`src/rtl/load_store_unit.sv`:
```
// Memory-access stage: single or block load/store onto the shared core bus,
// with pipelined data phase and register writeback for loads.
module load_store_unit #(
   parameter int DATA_W = 32,
   parameter int NREG   = 16
) (
   input  logic                     clk,
   input  logic                     n_reset,
   input  logic                     req_valid,
   output logic                     req_ready,
   input  logic                     req_load,
   input  logic                     req_multi,
   input  logic [DATA_W-1:0]        req_addr,
   input  logic [$clog2(NREG)-1:0]  req_rd,
   input  logic [NREG-1:0]          req_reglist,
   output logic [$clog2(NREG)-1:0]  st_rr_i,
   input  logic [DATA_W-1:0]        st_rr_data,
   output logic [DATA_W-1:0]        addr,
   output logic [DATA_W-1:0]        wdata,
   input  logic [DATA_W-1:0]        rdata,
   input  logic                     abort,
   output logic                     write,
   output logic [1:0]               size,
   output logic [1:0]               prot,
   output logic [1:0]               trans,
   output logic                     wb_valid,
   output logic [$clog2(NREG)-1:0]  wb_reg,
   output logic [DATA_W-1:0]        wb_data,
   output logic                     done,
   output logic                     err
);

   localparam int RI_W = $clog2(NREG);

   typedef enum logic [1:0] {IDLE, XFER, TAIL} state_t;

   state_t            state, state_nx;
   logic [DATA_W-1:0] addr_q;
   logic [NREG-1:0]   list_q, list_nx, beats_in;
   logic              load_q, first_q;
   logic              ph_valid;
   logic [RI_W-1:0]   ph_reg;
   logic [RI_W-1:0]   cur;
   logic              abort_hit;

   assign size = 2'b10;
   assign prot = 2'b11;
   assign addr = addr_q;

   assign beats_in  = req_multi ? req_reglist : ({{(NREG-1){1'b0}}, 1'b1} << req_rd);
   // Clearing the lowest set bit yields the remaining list after this beat.
   assign list_nx   = list_q & (list_q - NREG'(1));
   assign abort_hit = ph_valid & abort;

   always_comb begin
      cur = '0;
      for (int unsigned i = NREG; i > 0; i--) begin
         if (list_q[i-1]) cur = RI_W'(i - 1);
      end
   end

   always_ff @(posedge clk) begin
      if (!n_reset) state <= IDLE;
      else          state <= state_nx;
   end

   always_comb begin
      state_nx  = state;
      req_ready = 1'b0;
      trans     = 2'b00;
      write     = 1'b0;
      st_rr_i   = '0;
      wdata     = '0;
      case (state)
         IDLE: begin
            req_ready = 1'b1;
            if (req_valid && beats_in != '0) state_nx = XFER;
         end
         XFER: begin
            trans = first_q ? 2'b10 : 2'b11;
            write = ~load_q;
            if (!load_q) begin
               st_rr_i = cur;
               wdata   = st_rr_data;
            end
            if (abort_hit)            state_nx = IDLE;
            else if (list_nx == '0)   state_nx = TAIL;
         end
         TAIL:    state_nx = IDLE;
         default: state_nx = IDLE;
      endcase
   end

   always_ff @(posedge clk) begin
      if (!n_reset) begin
         addr_q   <= '0;
         list_q   <= '0;
         load_q   <= 1'b0;
         first_q  <= 1'b0;
         ph_valid <= 1'b0;
         ph_reg   <= '0;
         wb_valid <= 1'b0;
         wb_reg   <= '0;
         wb_data  <= '0;
         done     <= 1'b0;
         err      <= 1'b0;
      end else begin
         wb_valid <= 1'b0;
         done     <= 1'b0;
         err      <= 1'b0;
         case (state)
            IDLE: begin
               if (req_valid) begin
                  addr_q  <= req_addr;
                  load_q  <= req_load;
                  list_q  <= beats_in;
                  first_q <= 1'b1;
                  if (beats_in == '0) done <= 1'b1;
               end
            end
            XFER: begin
               if (abort_hit) begin
                  done     <= 1'b1;
                  err      <= 1'b1;
                  ph_valid <= 1'b0;
               end else begin
                  // Data phase of the previous beat overlaps this address phase.
                  wb_valid <= ph_valid & load_q;
                  if (ph_valid) begin
                     wb_reg  <= ph_reg;
                     wb_data <= rdata;
                  end
                  list_q   <= list_nx;
                  addr_q   <= addr_q + DATA_W'(1);
                  first_q  <= 1'b0;
                  ph_valid <= 1'b1;
                  ph_reg   <= cur;
               end
            end
            TAIL: begin
               ph_valid <= 1'b0;
               done     <= 1'b1;
               if (abort_hit) begin
                  err <= 1'b1;
               end else begin
                  wb_valid <= ph_valid & load_q;
                  wb_reg   <= ph_reg;
                  wb_data  <= rdata;
               end
            end
            default: ;
         endcase
      end
   end

endmodule

```
`config.mk`:
```
export PLATFORM = sky130hd
export DESIGN_NAME = load_store_unit
export DESIGN_NICKNAME = d
export VERILOG_FILES = /design/src/rtl/load_store_unit.sv
export SDC_FILE = /design/constraint.sdc
export NUM_CORES = 1
export LEC_CHECK = 0
export ABC_AREA = 0
export CAP_MARGIN = 20
export CORE_MARGIN = 2
export CORE_UTILIZATION = 45
export CTS_CLUSTER_DIAMETER = 80
export DETAILED_ROUTE_END_ITERATION = 7
export PLACE_DENSITY_LB_ADDON = 0.15
export SETUP_SLACK_MARGIN = 0.02
export SYNTH_ARGS = -nofsm -noshare
export SYNTH_HDL_FRONTEND = slang
export SYNTH_SLANG_ARGS = --single-unit
export TNS_END_PERCENT = 20
```
`constraint.sdc`:
```
create_clock -name clk -period 5.6 [get_ports clk]
set_clock_uncertainty 0.05 [all_clocks]
set_input_delay 0.84 -clock clk [delete_from_list [all_inputs] [get_ports clk]]
set_output_delay 0.84 -clock clk [all_outputs]
set_load 0.01 [all_outputs]
```
==> results of run 1 <==
==> critical path, delay by kind of cell (launching register included) <==
family / cells / cell delay [ns]
fa+ha+maj: 1 / 0.19
buf+inv: 5 / 1.71
flops: 1 / 0.33
simple gates: 1 / 0.14
==> cell families (layout without fill, tap and decap cells) <==
logic type      after synthesis  in the layout  share of synthesized area, %
fa+ha+maj                     8              8                          1.76
buf+inv                      72            273                          5.48
flops                        96             96                          36.0
compound gates              232            232                          26.1
simple gates                331            331                          29.5
mux                           5              5                         0.984
other cells                   2              5                         0.141
==> per-stage QoR <==
step	area, um^2	hold slack (ns)
global route	8040	0.424
global placement	7680	0.391
detailed placement	7680	0.395
floorplan	5350	0.368
finish	8040	0.404
CTS	7990	0.406
==> synth_stat cells, drive strengths merged (3+ instances only) <==
master  instances  area, um^2
buf             7        48.8
inv            14        52.6
nor2b           6        37.5
nand2b         10        62.6
nor4           14        93.8
nor2           50         188
nand3          22         110
nor3           16        80.1
dfxtp          96        1920
clkbuf         50         188
or3             7        45.1
a21o            5        38.8
a21oi         102         510
o41ai           3        26.3
o221a           3        33.8
o21ai          43         215
nand4           8        50.1
o22ai          10        62.6
ha              5        62.6
maj3            3        31.3
nand2         145         544
a31oi           5        31.3
mux2i           3        30.0
a211oi         15         113
and3            3        18.8
o31ai          15         113
and2           37         231
a22oi          11        82.6
or4             5        48.8
==> routing by layer <==
metal / vias to the layer above / track usage, %
met4: 0 / 11.4
li1: 3036 / -
met2: 326 / 47.3
met5: - / 0
met3: 44 / 4.77
met1: 2908 / 32.9
==> power by group through the flow <==
stage,combinational [mW],clock [mW],sequential (mW)
after global placement,2.10,0,1.16
after floorplan,1.19,0,1.21
after CTS,2.16,0.659,1.17
after global routing,2.39,0.686,1.21
final,2.20,0.652,1.17
after detailed placement,2.14,0,1.18
==> layout make-up <==
cell class | count | area, um^2
Antenna cell | 1 | 2.50
Fill cell | 980 | 3480
Clock inverter | 7 | 86.3
Multi-Input combinational cell | 580 | 3140
Tap cell | 143 | 179
Timing Repair Buffer | 242 | 2420
Sequential cell | 96 | 1920
Clock buffer | 9 | 225
Inverter | 15 | 56.3
==> path summary, 6_finish.rpt <==
kind	slack, ns	to	start
max reg2reg	2.65	state[1]	list_q[0]
min reg2reg	0.40	wb_data[31]	wb_data[31]
max	1.96	trans[0]	state[1]
min	0.40	wb_data[31]	wb_data[31]
==> impl_metrics.csv, run 1 <==
group,metric,value,unit
placed_design,globalplace.congestion,1.00,
drt,vias_per_cell,5.78,
floorplanning,core_area,11500,um^2
logic_synthesis,async_reset_ff_share,0,%
drt,post-route-drc-count,13,
sta,slew_viol_final,0,
clock_network,cts_resized,0,
drt,met3RoutedLength,1430,um
critical_path,cp-end-kind,"output pin",
placed_design,io_buffers,232,
logic_synthesis,syn_avg_cell_area,7.16,um^2
floorplanning,rows,39,
drt,wl_met2,8900,um
clock_network,htreeDepth,3,
placed_design,hpwl,12900,um
global_routing,grt_first_pass_wirelength,28400,um
sta,final.setup.worst_slack,1.96,ns
drt,wirelength,18100,um
sta,setup_viol,0,
critical_path,critPathRequiredTime,4.71,ns
pwr,p_seq_share,29.2,%
layout,instances_no_fill,1093,
pwr,switching_share,42.8,%
clock_network,cts_tree,"done",
drt,top_layer,"met4",
pwr,finalPower,4.02,mW
layout,nNetsFinal,1071,
layout,area_delta_synth_final,50.5,%
pwr,powerDensity,501,nW/um^2
critical_path,crit_path_max_fanout,76,
clock_network,root_buffer,"clkbuf_16",
logic_synthesis,ys_seq_area_share,36.0,%
logic_synthesis,synth_edf_count,0,
clock_network,holdBufCountCts,0,
clock_network,post_cts.repair.setup_buffers,0,
pwr,switchingPower,1.72,mW
global_routing,antenna_found_initial,1,
layout,layout_commonest_cell,"clkdlybuf4s50_1",
critical_path,worst_path_most_repeated_cell,"buf_4",
critical_path,arrival,2.75,ns
sta,setup_tns,0,ns
logic_synthesis,syn_area,5340,um^2
clock_network,path_clk_slew,0.07,ns
layout,drive_above_1_share,4.64,%
critical_path,r2r_cells,6,
global_routing,grt_pass1_vias,5847,
global_routing,grt_max_degree,77,
pwr,total_leakage_power,2.86,nW
clock_network,cts_made_buffers,9,
global_routing,grt_overflow,0,
floorplanning,die_x,113,um
min_path,hold_path_depth,2,
floorplanning,die_area,12800,um^2
drt,dr.pass1.iters,7,
drt,vias,6314,
run_status,status,"complete, but fails checks",
floorplanning,start_util,46.4,%
clock_network,clkLatencyLatePin,0.35,ns
sta,rsz0062_at_grt,"no",
clock_network,cts.path.max_buffers,2,
logic_synthesis,ys.flop_type,"dfxtp_1",
min_path,hp-class,"flip-flop to flip-flop",
clock_network,clkSinkCount,96,
pwr,peakVddDrop,318,uV
logic_synthesis,synthCells,746,
sta,max_freq,0.274,GHz
placed_design,dp.cells,1074,
layout,final_util,69.8,%
floorplanning,pin_count,237,
critical_path,crit_type,"flip-flop to output pin",
placed_design,pre_cts_ws,2.16,ns
floorplanning,dieHeight,113,um
critical_path,worstPathCellList,"inv_1 > ha_2 > buf_4 > clkinv_1 > buf_4 > nor2_1 > clkdlybuf4s50_1",
critical_path,worstSetupStartpointType,"flip-flop",
sta,hold_violations,0,
critical_path,slowest_delay,0.59,ns
logic_synthesis,synth_cell_types,62,
pwr,internal_power,2.30,mW
sta,period_minus_slack,3.64,ns
global_routing,track_usage,27.1,%
pwr,p_comb_share,54.6,%
drt,wl_met1,7280,um
logic_synthesis,synth-seq-cells,96,
sta,slew_headroom,43.0,%
drt,drtIter0Drc,618,
layout,final_cell_mix,"clkdlybuf4s50_1, nand2_1, a21oi_1",
drt,wl_per_cell,16.6,um
drt,ant_nets,0,
run,maxCapViolCount,0,
critical_path,crit_slowest_cell,"buf_4",
sta,period_share,65.1,%
pwr,power.clock.fraction,16.2,%
sta,worst_pin_slew,0.847,ns
run_status,violations,"design-rule violations",
logic_synthesis,ys_warn_count,0,
Note: power is estimated with default switching activity, not from simulation.
==> run 2: changes to the inputs <==
Settings changed: CORE_UTILIZATION 45 to 43.
Clock period 5.6 ns to 3.81 ns, I/O delays scaled along.
==> run 2 against run 1 <==
  * The run now ends clean
  * Combinational power increased by 46%
  * Largest power group unchanged
  * Cell count is 2.6% higher
  * Via count is 1.6% lower
  * Non-clock buffer count up 4
  * Register-to-register slack got worse by 1.7 ns
  * Global-route usage shrank 1.7 points
  * Critical path depth shrank 3
  * Die area up 4.5%
  * Worst setup slack got worse by 1.4 ns
  * Largest cell class unchanged
  * Clock-buffer cell count stayed put
==> impl_metrics.csv, run 2 (synthesis results as in run 1) <==
group,metric,value,unit
placed_design,globalplace.congestion,0.951,
pwr,powerDensity,731,nW/um^2
critical_path,critPathRequiredTime,3.19,ns
clock_network,root_buffer,"clkbuf_16",
run_status,status,"finished, final reports clean",
critical_path,crit_type,"flip-flop to output pin",
floorplanning,die_x,115,um
sta,rsz0062_at_grt,"no",
sta,setup_tns,0,ns
critical_path,cp-end-kind,"output pin",
drt,vias_per_cell,5.54,
layout,antenna_cells,0,
layout,final_util,67.1,%
clock_network,cts_made_buffers,9,
drt,drtIter0Drc,654,
sta,period_share,84.2,%
clock_network,path_clk_slew,0.07,ns
layout,ff_latch_area,1920,um^2
sta,slew_viol_final,0,
critical_path,cp-startpoint,"list_q[4]",
drt,post-route-drc-count,0,
floorplanning,die_area,13300,um^2
critical_path,crit_path_max_fanout,8,
critical_path,reg2reg_slack,0.99,ns
global_routing,grt_first_pass_wirelength,27300,um
critical_path,worstSetupStartpointType,"flip-flop",
critical_path,cp-endpoint,"st_rr_i[3]",
floorplanning,start_util,44.3,%
clock_network,post_cts.repair.setup_buffers,0,
clock_network,holdBufCountCts,0,
sta,worst_pin_slew,0.843,ns
drt,ant_nets,0,
drt,dr.pass1.iters,5,
clock_network,clkLatencyLatePin,0.34,ns
pwr,peakVddDrop,333,uV
placed_design,pre_cts_ws,0.876,ns
global_routing,grt_overflow,0,
placed_design,io_buffers,232,
run,maxCapViolCount,0,
clock_network,cts_tree,"done",
global_routing,grt_pass1_vias,5726,
floorplanning,rows,40,
clock_network,cts_resized,0,
sta,max_freq,0.312,GHz
clock_network,htreeDepth,3,
layout,area_delta_synth_final,51.6,%
layout,nNetsFinal,1075,
critical_path,r2r_start,"list_q[0]",
drt,vias,6214,
sta,setup_viol,0,
sta,period_minus_slack,3.21,ns
layout,final_cell_mix,"clkdlybuf4s50_1, nand2_1, a21oi_1",
layout,multi_input_area,3140,um^2
critical_path,r2r_cells,6,
clock_network,cts.path.max_buffers,2,
clock_network,clkSinkCount,96,
layout,fill_cells,1051,
drt,wirelength,17800,um
pwr,total_leakage_power,2.88,nW
global_routing,grt_max_degree,77,
floorplanning,core_area,12100,um^2
layout,drive_above_1_share,5.04,%
floorplanning,dieHeight,115,um
placed_design,hpwl,12800,um
floorplanning,pin_count,237,
layout,layout_commonest_cell,"clkdlybuf4s50_1",
drt,wl_per_cell,15.8,um
critical_path,arrival,2.59,ns
sta,final.setup.worst_slack,0.602,ns
global_routing,antenna_found_initial,0,
sta,hold_violations,0,
global_routing,track_usage,25.3,%
sta,slew_headroom,43.6,%
min_path,hp-class,"flip-flop to flip-flop",
critical_path,reg2reg_to,"state[1]",
[run 2: power by group]
part / internal [mW] / switching (mW)
clock network: 0.584 / 0.412
registers: 1.36 / 0.352
logic: 1.48 / 1.73
[run 2: worst min-delay path by stage]
stage / endpoint / startpoint / depth (start not counted) / slack, ns
2_1_floorplan: wb_valid / load_q / 2 / 0.37
3_3_place_gp: wb_data[20] / wb_data[20] / 2 / 0.39
3_5_place_dp: wb_data[27] / wb_data[27] / 2 / 0.40
4_1_cts: wb_data[27] / wb_data[27] / 2 / 0.41
5_1_grt: wb_reg[0] / wb_reg[0] / 2 / 0.43
6_report: wb_data[8] / wb_data[8] / 2 / 0.40
[run 2: layout make-up]
type / count / share of cell area, %
clock inverters: 7 / 1.25
inverters: 15 / 0.696
clock buffers: 9 / 2.78
well taps: 168 / 2.60
flip-flops and latches: 96 / 23.7
repair buffers: 246 / 30.1
multi-input cells: 580 / 38.8
[run 2: metrics by stage]
step	cells	power, mW	hold WS, ns	area [um^2]
finish	1121	5.92	0.403	8090
detailed placement	1105	4.91	0.397	7770
CTS	1121	5.93	0.407	8090
floorplan	748	3.53	0.368	5350
global placement	1105	4.85	0.391	7770
global route	1121	6.34	0.428	8090
[run 2: worst max-delay path, stage by stage, from the launching register on]
cell and delay, ns:
dfxtp_1 0.37, nor4_1 0.68, nand2_1 0.21, a211oi_1 0.36, clkdlybuf4s50_1 0.62
[run 2: routing by layer]
layer	wire, um	global-route usage (%)	vias up
li1	-	-	3041
met1	7520	32.7	2841
met2	8520	43.0	307
met3	1400	4.18	25
met4	319	8.76	0
met5	0	0	-
==> run 3: changes to the inputs <==
Settings changed: CORE_UTILIZATION 43 to 38.
Clock period 3.81 ns to 2.6 ns, I/O delays scaled along.
==> run 3 against run 2 <==
  * Clock power is 46% higher
  * Combinational power grew 62%
  * Non-clock buffer count is 49 higher
  * Largest cell class unchanged
  * Total power is 54% higher
==> impl_metrics.csv, run 3 (synthesis results as in run 1) <==
group,metric,value,unit
run_status,status,"finished, final reports clean",
drt,post-route-drc-count,0,
drt,dr.pass1.iters,5,
placed_design,placement.cell_area,8190,um^2
pwr,finalPower,9.11,mW
layout,drive_above_1_share,10.4,%
sta,period_share,100,%
clock_network,holdBufCountCts,0,
global_routing,track_usage,23.1,%
drt,vias,6239,
clock_network,cts_tree,"done",
pwr,powerDensity,1060,nW/um^2
critical_path,cp-end-kind,"output pin",
clock_network,path_clk_slew,0.07,ns
layout,final_cell_mix,"clkdlybuf4s50_1, nand2_1, a21oi_1",
clock_network,htreeDepth,3,
critical_path,worstSetupStartpointType,"flip-flop",
clock_network,clkLatencyLatePin,0.35,ns
critical_path,critPathRequiredTime,2.16,ns
drt,ant_nets,0,
clock_network,cts_made_buffers,9,
layout,fill_cells,1238,
layout,final_util,62.0,%
layout,antenna_cells,0,
global_routing,grt_overflow,0,
global_routing,grt_max_degree,69,
placed_design,dp.cells,1164,
sta,period_minus_slack,2.60,ns
placed_design,hpwl,13200,um
sta,rsz0062_at_grt,"yes",
layout,layout_commonest_cell,"clkdlybuf4s50_1",
sta,slew_viol_final,0,
pwr,peakVddDrop,685,uV
sta,hold_slack,0.401,ns
sta,max_freq,0.385,GHz
layout,design_area,8570,um^2
floorplanning,die_x,123,um
placed_design,globalplace.congestion,0.951,
run,maxCapViolCount,0,
floorplanning,dieHeight,123,um
floorplanning,die_area,15000,um^2
layout,nNetsFinal,1124,
critical_path,crit_type,"flip-flop to output pin",
global_routing,antenna_found_initial,0,
clock_network,root_buffer,"clkbuf_16",
global_routing,grt_first_pass_wirelength,27900,um
min_path,hp-class,"flip-flop to flip-flop",
sta,slew_headroom,54.8,%
floorplanning,pin_count,237,
drt,drtIter0Drc,319,
floorplanning,core_area,13800,um^2
critical_path,arrival,2.16,ns
drt,vias_per_cell,5.28,
placed_design,io_buffers,232,
critical_path,crit_path_max_fanout,4,
clock_network,cts.path.max_buffers,2,
drt,wl_per_cell,15.0,um
layout,instances_no_fill,1181,
layout,area_delta_synth_final,60.5,%
pwr,total_leakage_power,3.17,nW
drt,wirelength,17700,um
sta,setup_viol,0,
floorplanning,start_util,38.6,%
sta,worst_pin_slew,0.678,ns
global_routing,grt_pass1_vias,5715,
clock_network,clkSinkCount,96,
floorplanning,rows,43,
sta,hold_violations,0,
run 3: changes by cell type in the layout (fill, tap and decap cells not counted), moves of 2 or more:
cell and delta:
buf_12 +4, dlygate4sd2_1 +3, buf_4 +45, nor4_1 -2, clkdlybuf4s50_1 -3
run 3: worst paths after layout:
check	startpoint	end	slack, ns	cells after the start
max	list_q[14]	st_rr_i[3]	0.001	6
min	wb_data[26]	wb_data[26]	0.40	2
max reg2reg	list_q[1]	state[1]	0.02	6
min reg2reg	wb_data[26]	wb_data[26]	0.40	2
run 3: cell type report:
| class | instances | area [um^2] | share of cell area, % |
|---|---|---|---|
| clock buffers | 9 | 225 | 2.63 |
| flip-flops and latches | 96 | 1920 | 22.4 |
| repair buffers | 295 | 2850 | 33.3 |
| well taps | 180 | 225 | 2.63 |
| multi-input cells | 580 | 3190 | 37.2 |
| inverters | 15 | 56.3 | 0.657 |
| clock inverters | 6 | 97.6 | 1.14 |
run 3: timing repair:
action	CTS	global route
gates resized for setup	11	3
pin swaps	0	5
endpoints found under the setup margin	37	36
setup buffers	1	1
run 3: where the power goes:
group          total [mW]  internal [mW]  leakage, nW  switching [mW]
combinational        5.23           2.54         2.22            2.69
clock                1.45          0.854        0.159           0.593
sequential           2.44           1.99        0.787           0.450
total                9.11           5.38         3.17            3.73
run 3: critical path, cell delays in order (launching register included):
cell and delay (ns):
dfxtp_1 0.31, buf_4 0.14, or2_2 0.29, nor3_1 0.29
buf_4 0.19, a211oi_2 0.07, clkdlybuf4s50_1 0.52
run 3: per-stage QoR:
stage / TNS, ns / worst slack, ns
2_1_floorplan: 0 / 0.0484
3_3_place_gp: 0 / 0.0354
3_5_place_dp: -0.0334 / -0.0334
4_1_cts: 0 / 0.0111
5_1_grt: -0.157 / -0.0717
6_report: 0 / 0.000950
run 3: metal layers:
layer  GRT usage (%)  vias to the layer above  wire [um]
li1                -                     3153          -
met5               0                        -          0
met2            39.1                      204       8580
met3            5.72                       19       1150
met4            4.81                        0        199
met1            29.9                     2863       7730
